[config.mk]
export PLATFORM = sky130hd
export DESIGN_NAME = remote_comm
export DESIGN_NICKNAME = d
export VERILOG_FILES = /design/src/rtl/remote_comm_pkg.sv /design/src/rtl/UART.sv /design/src/rtl/remote_comm.sv
export SDC_FILE = /design/constraint.sdc
export NUM_CORES = 1
export LEC_CHECK = 0
export ABC_AREA = 1
export CAP_MARGIN = 5
export CELL_PAD_IN_SITES_DETAIL_PLACEMENT = 0
export CELL_PAD_IN_SITES_GLOBAL_PLACEMENT = 2
export CORE_UTILIZATION = 39
export CTS_CLUSTER_DIAMETER = 40
export DETAILED_ROUTE_END_ITERATION = 16
export GPL_ROUTABILITY_DRIVEN = 0
export MAX_ROUTING_LAYER = met4
export PLACE_DENSITY = 0.85
export SLEW_MARGIN = 20
export SYNTH_ARGS = -nofsm -noshare
export SYNTH_HDL_FRONTEND = slang
export SYNTH_SLANG_ARGS = --single-unit
[constraint.sdc]
create_clock -name clk -period 8.9 [get_ports clk]
set_input_delay 1.78 -clock clk [delete_from_list [all_inputs] [get_ports clk]]
set_output_delay 1.78 -clock clk [all_outputs]
set_load 0.05 [all_outputs]
[src/rtl/remote_comm_pkg.sv]
// Shared types and widths for the host-side serial command sender.
package remote_comm_pkg;
    localparam int CMD_W  = 16;
    localparam int BYTE_W = 8;

    typedef enum logic [2:0] {
        IDLE,
        SEND_HI,
        WAIT_HI,
        SEND_LO,
        WAIT_LO,
        WAIT_RESP
    } rc_state_t;
endpackage

[src/rtl/UART.sv]
// 8N1 UART: trmt starts a frame and clears tx_done; rx_rdy holds until clr_rx_rdy.
// BAUD_DIV clocks per bit; the receiver samples at bit centres after a 2-flop synchroniser.
module UART #(
    parameter int BAUD_DIV = 2604
) (
    input  logic       clk,
    input  logic       rst_n,
    input  logic       trmt,
    input  logic [7:0] tx_data,
    output logic       TX,
    output logic       tx_done,
    input  logic       RX,
    input  logic       clr_rx_rdy,
    output logic       rx_rdy,
    output logic [7:0] rx_data
);
    logic [9:0]  r_tx_shft;
    logic [15:0] r_tx_baud;
    logic [3:0]  r_tx_bits;
    logic        r_tx_busy;
    logic        r_tx_done;

    always_ff @(posedge clk or negedge rst_n) begin
        if (!rst_n) begin
            r_tx_shft <= '1;
            r_tx_baud <= '0;
            r_tx_bits <= '0;
            r_tx_busy <= 1'b0;
            r_tx_done <= 1'b0;
        end else if (trmt) begin
            r_tx_shft <= {1'b1, tx_data, 1'b0};
            r_tx_baud <= '0;
            r_tx_bits <= '0;
            r_tx_busy <= 1'b1;
            r_tx_done <= 1'b0;
        end else if (r_tx_busy) begin
            if (r_tx_baud == 16'(BAUD_DIV - 1)) begin
                r_tx_baud <= '0;
                r_tx_shft <= {1'b1, r_tx_shft[9:1]};
                if (r_tx_bits == 4'd9) begin
                    r_tx_busy <= 1'b0;
                    r_tx_done <= 1'b1;
                end else begin
                    r_tx_bits <= r_tx_bits + 4'd1;
                end
            end else begin
                r_tx_baud <= r_tx_baud + 16'd1;
            end
        end
    end

    assign TX      = r_tx_shft[0];
    assign tx_done = r_tx_done;

    logic        r_rx_s1;
    logic        r_rx_s2;
    logic        r_rx_busy;
    logic        r_rx_rdy;
    logic [15:0] r_rx_cnt;
    logic [3:0]  r_rx_bits;
    logic [7:0]  r_rx_shft;

    // The stop bit is also sampled so the line is high again before we re-arm.
    always_ff @(posedge clk or negedge rst_n) begin
        if (!rst_n) begin
            r_rx_s1   <= 1'b1;
            r_rx_s2   <= 1'b1;
            r_rx_busy <= 1'b0;
            r_rx_rdy  <= 1'b0;
            r_rx_cnt  <= '0;
            r_rx_bits <= '0;
            r_rx_shft <= '0;
        end else begin
            r_rx_s1 <= RX;
            r_rx_s2 <= r_rx_s1;
            if (clr_rx_rdy)
                r_rx_rdy <= 1'b0;
            if (!r_rx_busy) begin
                if (!r_rx_s2) begin
                    r_rx_busy <= 1'b1;
                    r_rx_cnt  <= 16'(BAUD_DIV + BAUD_DIV / 2 - 1);
                    r_rx_bits <= '0;
                end
            end else if (r_rx_cnt == 16'd0) begin
                r_rx_cnt <= 16'(BAUD_DIV - 1);
                if (r_rx_bits == 4'd8) begin
                    r_rx_busy <= 1'b0;
                    r_rx_rdy  <= 1'b1;
                end else begin
                    r_rx_shft <= {r_rx_s2, r_rx_shft[7:1]};
                    r_rx_bits <= r_rx_bits + 4'd1;
                end
            end else begin
                r_rx_cnt <= r_rx_cnt - 16'd1;
            end
        end
    end

    assign rx_rdy  = r_rx_rdy;
    assign rx_data = r_rx_shft;
endmodule

[src/rtl/remote_comm.sv]
// Sends a 16-bit command as two UART bytes (high first) and waits up to
// RESP_TIMEOUT cycles for a one-byte response; snd_cmd is ignored while busy.
module remote_comm
    import remote_comm_pkg::*;
#(
    parameter int RESP_TIMEOUT = 1_000_000,
    parameter int BAUD_DIV     = 2604
) (
    input  logic              clk,
    input  logic              rst,
    input  logic              snd_cmd,
    input  logic [CMD_W-1:0]  cmd,
    input  logic              clr_resp_rdy,
    input  logic              RX,
    output logic              TX,
    output logic              busy,
    output logic              cmd_snt,
    output logic              resp_rdy,
    output logic [BYTE_W-1:0] resp,
    output logic              resp_tmo
);
    localparam int CNT_W = $clog2(RESP_TIMEOUT + 1);

    rc_state_t         r_state;
    rc_state_t         w_nxt_state;
    logic [CMD_W-1:0]  r_buf;
    logic [CNT_W-1:0]  r_cnt;
    logic              r_cmd_snt;
    logic              r_resp_rdy;
    logic [BYTE_W-1:0] r_resp;
    logic              r_resp_tmo;

    logic              w_trmt;
    logic [BYTE_W-1:0] w_tx_data;
    logic              w_tx_done;
    logic              w_rx_rdy;
    logic [BYTE_W-1:0] w_rx_data;
    logic              w_clr_rx_rdy;
    logic              w_accept;
    logic              w_set_snt;
    logic              w_got_resp;
    logic              w_set_tmo;

    UART #(.BAUD_DIV(BAUD_DIV)) u_uart (
        .clk        (clk),
        .rst_n      (~rst),
        .trmt       (w_trmt),
        .tx_data    (w_tx_data),
        .TX         (TX),
        .tx_done    (w_tx_done),
        .RX         (RX),
        .clr_rx_rdy (w_clr_rx_rdy),
        .rx_rdy     (w_rx_rdy),
        .rx_data    (w_rx_data)
    );

    always_ff @(posedge clk or posedge rst) begin
        if (rst)
            r_state <= IDLE;
        else
            r_state <= w_nxt_state;
    end

    always_comb begin
        w_nxt_state = r_state;
        w_trmt      = 1'b0;
        w_tx_data   = r_buf[CMD_W-1 -: BYTE_W];
        w_accept    = 1'b0;
        w_set_snt   = 1'b0;
        w_got_resp  = 1'b0;
        w_set_tmo   = 1'b0;
        case (r_state)
            IDLE: begin
                if (snd_cmd) begin
                    w_accept    = 1'b1;
                    w_nxt_state = SEND_HI;
                end
            end
            SEND_HI: begin
                w_trmt      = 1'b1;
                w_nxt_state = WAIT_HI;
            end
            WAIT_HI: begin
                if (w_tx_done)
                    w_nxt_state = SEND_LO;
            end
            SEND_LO: begin
                w_trmt      = 1'b1;
                w_tx_data   = r_buf[BYTE_W-1:0];
                w_nxt_state = WAIT_LO;
            end
            WAIT_LO: begin
                if (w_tx_done) begin
                    w_set_snt   = 1'b1;
                    w_nxt_state = WAIT_RESP;
                end
            end
            WAIT_RESP: begin
                // A response arriving on the timeout cycle takes priority.
                if (w_rx_rdy) begin
                    w_got_resp  = 1'b1;
                    w_nxt_state = IDLE;
                end else if (r_cnt == CNT_W'(RESP_TIMEOUT - 1)) begin
                    w_set_tmo   = 1'b1;
                    w_nxt_state = IDLE;
                end
            end
            default: w_nxt_state = IDLE;
        endcase
    end

    // Every received byte is acknowledged; outside WAIT_RESP it is simply dropped.
    assign w_clr_rx_rdy = w_rx_rdy;

    always_ff @(posedge clk or posedge rst) begin
        if (rst) begin
            r_buf      <= '0;
            r_cnt      <= '0;
            r_cmd_snt  <= 1'b0;
            r_resp_rdy <= 1'b0;
            r_resp     <= '0;
            r_resp_tmo <= 1'b0;
        end else begin
            if (w_accept)
                r_buf <= cmd;
            if (w_set_snt)
                r_cnt <= '0;
            else if (r_state == WAIT_RESP)
                r_cnt <= r_cnt + 1'b1;
            if (w_accept)
                r_cmd_snt <= 1'b0;
            else if (w_set_snt)
                r_cmd_snt <= 1'b1;
            if (w_got_resp)
                r_resp <= w_rx_data;
            if (w_got_resp)
                r_resp_rdy <= 1'b1;
            else if (w_accept || clr_resp_rdy)
                r_resp_rdy <= 1'b0;
            if (w_accept)
                r_resp_tmo <= 1'b0;
            else if (w_set_tmo)
                r_resp_tmo <= 1'b1;
        end
    end

    assign busy     = (r_state != IDLE);
    assign cmd_snt  = r_cmd_snt;
    assign resp_rdy = r_resp_rdy;
    assign resp     = r_resp;
    assign resp_tmo = r_resp_tmo;
endmodule

## Yosys cells after proc, flatten, opt, wreduce, memory -nomap -nowiden

Index checks and enable logic that the tools add are counted.

- Output and inout port bits: 13
- Latch bits: 0
- Logic and storage cells: 117
- ROM bits: 0
- Flip-flop bits (word level): 114
- Memories kept: 0
- Input port bits: 21
- RAM bits: 0

- Multipliers: 0
- Reduce and logical (&&, ||, !) cells: 18
- Bitwise logic cells: 1
- Div/mod/pow operators: 0
- Add/sub/neg operators: 5
- Mux-type cells: 57
- Shifts and indexed selects: 0
- $lt $le $gt $ge: 0
- Eq/ne operators: 17

Operators with widths:

| cell | count |
|---|---|
| 16-bit two-way mux | 6 |
| 20-bit two-way mux | 2 |
| 4-bit two-way mux | 8 |
| 1-bit two-way mux | 31 |
| 10-bit two-way mux | 3 |
| 20-bit by 1-bit adder with 20-bit output (second input constant) | 1 |
| 20-bit == test (second input constant) | 1 |
| 3-bit case mux with 6 select lines | 1 |
| 16-bit by 1-bit adder with 16-bit output (second input constant) | 1 |
| 16-bit by 12-bit == test with 1-bit output (second input constant) | 1 |
| 16-bit logical NOT | 1 |
| 16-bit by 1-bit subtractor with 16-bit output (second input constant) | 1 |
| 3-bit two-way mux | 5 |
| 2-bit nonzero test | 7 |
| 3-bit AND reduction | 4 |
| 4-bit by 1-bit adder with 4-bit output (second input constant) | 2 |
| 4-bit == test (second input constant) | 2 |
| 8-bit two-way mux | 1 |
| 2-bit != test (second input constant) | 4 |
| 3-bit by 2-bit == test with 1-bit output (second input constant) | 2 |
| 3-bit == test (second input constant) | 2 |
| 2-bit by 1-bit != test with 1-bit output (second input constant) | 3 |
| 4-bit AND reduction | 1 |
| 3-bit by 1-bit == test with 1-bit output (second input constant) | 1 |
| 7 further kinds | 7 |

## Longest topological paths before layout

- Depth in word-level cells: 6
- Mapped depth: 10
- Depth with buffers taken out: 10

## Modules after synthesis

A second synthesis with hierarchy kept.

- Cell total of the unflattened synthesis: 737
- Area total of the unflattened synthesis: 6057.1 sq um

By module, submodules not included:

| module | area an instance (sq um) | cells each | instances |
|---|---|---|---|
| UART | 3579.7 | 446 | 1 |
| remote_comm | 2477.4 | 291 | 1 |

## Worst setup path after synthesis

OpenSTA, ideal clock, no wires.

- Path type: reg-to-output
- Start: register r_state[0]
- End: output port busy
- Setup slack: 6.232 ns
- Data arrival time: 0.888 ns
- Buffers on the path: 1
- Stages on the path, launching flop included: 4
- Data required time: 7.120 ns
- Cells stage by stage: dfrtp_1 -> buf_4 -> nor2_2 -> nand2_2

- Cells in the longest elaborated chain, start to end: 1

RTL lines:

| element | RTL line | RTL |
|---|---|---|
| start, declared | remote_comm.sv:24 | `rc_state_t r_state;` |
| start signal, assigned | remote_comm.sv:61 | `r_state <= w_nxt_state;` |
| 3-bit nonzero test | remote_comm.sv:147 | `assign busy = (r_state != IDLE);` |
| end, declared | remote_comm.sv:16 | `output logic busy,` |

Every way passes these cells.

## Final worst setup path

Same ends and word-level chain as after synthesis.

==> results.json <==
{
  "fin_crit_ns": 3.80,
  "grt_max_degree": 62,
  "yosys_warnings": 0,
  "ys_top_cells_by_area": "dfrtp_1, nand2_1, nor2_1",
  "path_buf_inv": 1,
  "min_from": "u_uart.r_rx_s1",
  "dp_hpwl_mm": 9.44,
  "clk_pin_slew_ns": 0.05,
  "synth.top_cell.area_share": 0.430,
  "use_met1": 0.254,
  "hold_viol": 0,
  "avgRoutedWirePerCell_um": 13.7,
  "clockPowerShare": 0.414,
  "grt_pass1_vias": 4965,
  "cp_num_cells": 3,
  "rsz0062_at_grt": "false",
  "dieWidth_um": 125,
  "cts_tree": "built",
  "crit_start": "r_state[0]",
  "p_leak_nw": 3.12,
  "synth_edf_count": 0,
  "max_stage_delay_ns": 0.81,
  "switching_power_uw": 499,
  "crit_required_ns": 7.12,
  "vias": 4906,
  "postSynth.asyncResetShare": 1.00,
  "syn_area_per_cell_um2": 7.96,
  "rows": 44,
  "status": "complete, but fails checks",
  "rr_worst_depth": 4,
  "area_growth_pct": 18.6,
  "grt_pass1_wl_mm": 23.7,
  "r2r_start": "r_state[0]",
  "drive_above_1_share": 0.115,
  "min_path_type": "flip-flop to flip-flop",
  "regToRegSetupSlack_ns": 6.73,
  "antenna_found_initial": 0,
  "worstSetupPathType": "flip-flop to output pin",
  "arrival_ns": 2.02,
  "cts_setup_buffers": 0,
  "antennaDiodeCount": 0,
  "post-route-period-util": 0.427,
  "worstSetupEndpoint": "busy",
  "slowest_stage": "clkdlybuf4s50_1",
  "slew_headroom": 0.325,
  "setup_violations": 0,
  "cts_hold_buf": 0,
  "maxCapViolCount": 0,
  "grt.met2_usage": 0.299,
  "via_per_inst": 4.99,
  "swShare": 0.298,
  "max_clock_freq_mhz": 263,
  "final_antenna_net_count": 0,
  "syn_inst": 746,
  "drc": 3,
  "start_util": 0.404,
  "core_um2": 14700,
  "synth_seq_area_share": 0.479,
  "grt.total_usage": 0.194,
  "final-seq-area_um2": 2840,
  "fin_setup_tns_ns": 0,
  "cts_buffers": 17,
  "cts_resized": 0,
  "syn-num-nets": 774,
  "synth_top_area_cell": "dfrtp_1",
  "cp_max_fo": 6,
  "crit_path_start_kind": "flip-flop",
  "synth_area_um2": 5940,
  "drv_slew": 0,
  "timing.rr.end": "r_buf[15]",
  "overflow": 0,
  "grt-busiest-layer": "met2",
  "yosys_register_bits": 113,
  "p_int_mw": 1.17,
  "nFillCells": 1482,
  "cts_sinks": 113,
  "cp-end-kind": "output pin",
  "yosysUniqueCellTypes": 47,
  "drt_wl_total_mm": 13.5,
  "cts_root_buffer": "clkbuf_16",
  "worstPathCellList": "nor2_2, nand2_2, clkdlybuf4s50_1",
  "ir_drop_uv": 122,
  "multi_input_area_um2": 2690,
  "synthMostInstantiatedCell": "nand2_1",
  "worst_pin_slew_ns": 1.01,
  "powerDensity_nw_per_um2": 237,
  "portBuffers": 33,
  "clockBufferDepth": 2,
  "die_area_um2": 15700,
  "seq_power_share": 0.391,
  "grtUsageMet3": 0.0466,
  "skew_ns": 0.00842,
  "dieHeight_um": 125,
  "combPwrFrac": 0.195,
  "first_pass_iters": 11,
  "final_util": 0.479,
  "drt_iter0_drc": 350,
  "violations": "design-rule violations",
  "nets": 815,
  "synth_common_cells": "nand2_1, dfrtp_1, nor2_1",
  "synth_ff_type": "dfrtp_1",
  "htree_levels": 4,
  "clock_latency_ns": 0.41,
  "cpLargestDelayFamily": "buffers and inverters",
  "io_pins": 34
}
-- state kept, by name, summed over array words and instances (netlist names) --
register / count
u_uart.r_rx_cnt: 16
u_uart.tx_done: 1
resp_rdy: 1
resp: 8
u_uart.r_rx_s2: 1
resp_tmo: 1
u_uart.r_rx_busy: 1
u_uart.r_tx_shft: 9
u_uart.r_rx_s1: 1
u_uart.r_tx_busy: 1
r_cnt: 20
r_state: 3
u_uart.r_rx_bits: 4
cmd_snt: 1
r_buf: 16
u_uart.rx_rdy: 1
u_uart.r_tx_bits: 4
u_uart.r_tx_baud: 16
u_uart.rx_data: 8
-- cell usage in the layout (no fill, tap or decap), types with 10 or more instances in the layout --
master / n
o21ai_0: 50
a21oi_1: 13
nor2_1: 84
nand2_1: 209
nand4_1: 26
nand3_1: 46
clkdlybuf4s50_1: 33
inv_1: 77
dfrtp_1: 102
xor2_1: 13
clkbuf_16: 17
dfstp_2: 11
nor3_1: 10
-- worst register-to-register path: stages (launching register included) --
cell and delay, ns:
dfrtp_1 0.50, nor2_2 0.25, nand2_2 0.11, nor2_2 0.78
mux2_2 0.42
-- logic make-up after synthesis --
family | synth area share
flops | 0.479
buf+inv | 0.0689
compound gates | 0.0965
fa+ha+maj | 0.0148
mux | 0.00569
simple gates | 0.309
xor+xnor | 0.0266
-- power by group through the flow --
stage,sequential [mW],clock [mW],combinational (mW)
6_report,0.654,0.692,0.325
5_1_grt,0.665,0.736,0.370
4_1_cts,0.655,0.710,0.331
3_5_place_dp,0.662,0,0.330
3_3_place_gp,0.661,0,0.318
2_1_floorplan,0.649,0,0.263
-- how the worst min path moves through the flow --
stage / to / depth (start not counted)
final: u_uart.r_rx_s2 / 0
after global routing: u_uart.r_rx_s2 / 0
after CTS: u_uart.r_rx_s2 / 0
after detailed placement: u_uart.r_rx_s2 / 0
after global placement: u_uart.r_rx_s2 / 0
after floorplan: u_uart.r_rx_s2 / 0
-- cell type report --
cell class | count | area share
Multi-Input combinational cell | 533 | 0.382
Sequential cell | 113 | 0.404
Clock buffer | 21 | 0.0668
Tap cell | 184 | 0.0327
Timing Repair Buffer | 34 | 0.0480
Inverter | 88 | 0.0482
Clock inverter | 11 | 0.0192
-- layer usage --
| layer | vias up | share of wire | wire length, µm |
|---|---|---|---|
| li1 | 2505 | - | - |
| met1 | 2326 | 0.50 | 6790 |
| met5 | - | 0 | 0 |
| met2 | 66 | 0.45 | 6100 |
| met4 | 0 | 0.0077 | 103 |
| met3 | 9 | 0.035 | 472 |
-- through the flow --
| stage | total power, mW | cell area (µm²) | setup WS, ns | std cells | hold WS, ns |
|---|---|---|---|---|---|
| 2_1_floorplan | 0.912 | 5940 | 4.15 | 746 | 0.345 |
| 3_3_place_gp | 0.979 | 6430 | 5.24 | 952 | 0.348 |
| 3_5_place_dp | 0.992 | 6430 | 5.21 | 952 | 0.352 |
| 4_1_cts | 1.70 | 7040 | 5.07 | 984 | 0.360 |
| 5_1_grt | 1.77 | 7040 | 5.03 | 984 | 0.362 |
| 6_report | 1.67 | 7040 | 5.10 | 984 | 0.357 |
Note: power is estimated with default switching activity, not from simulation.
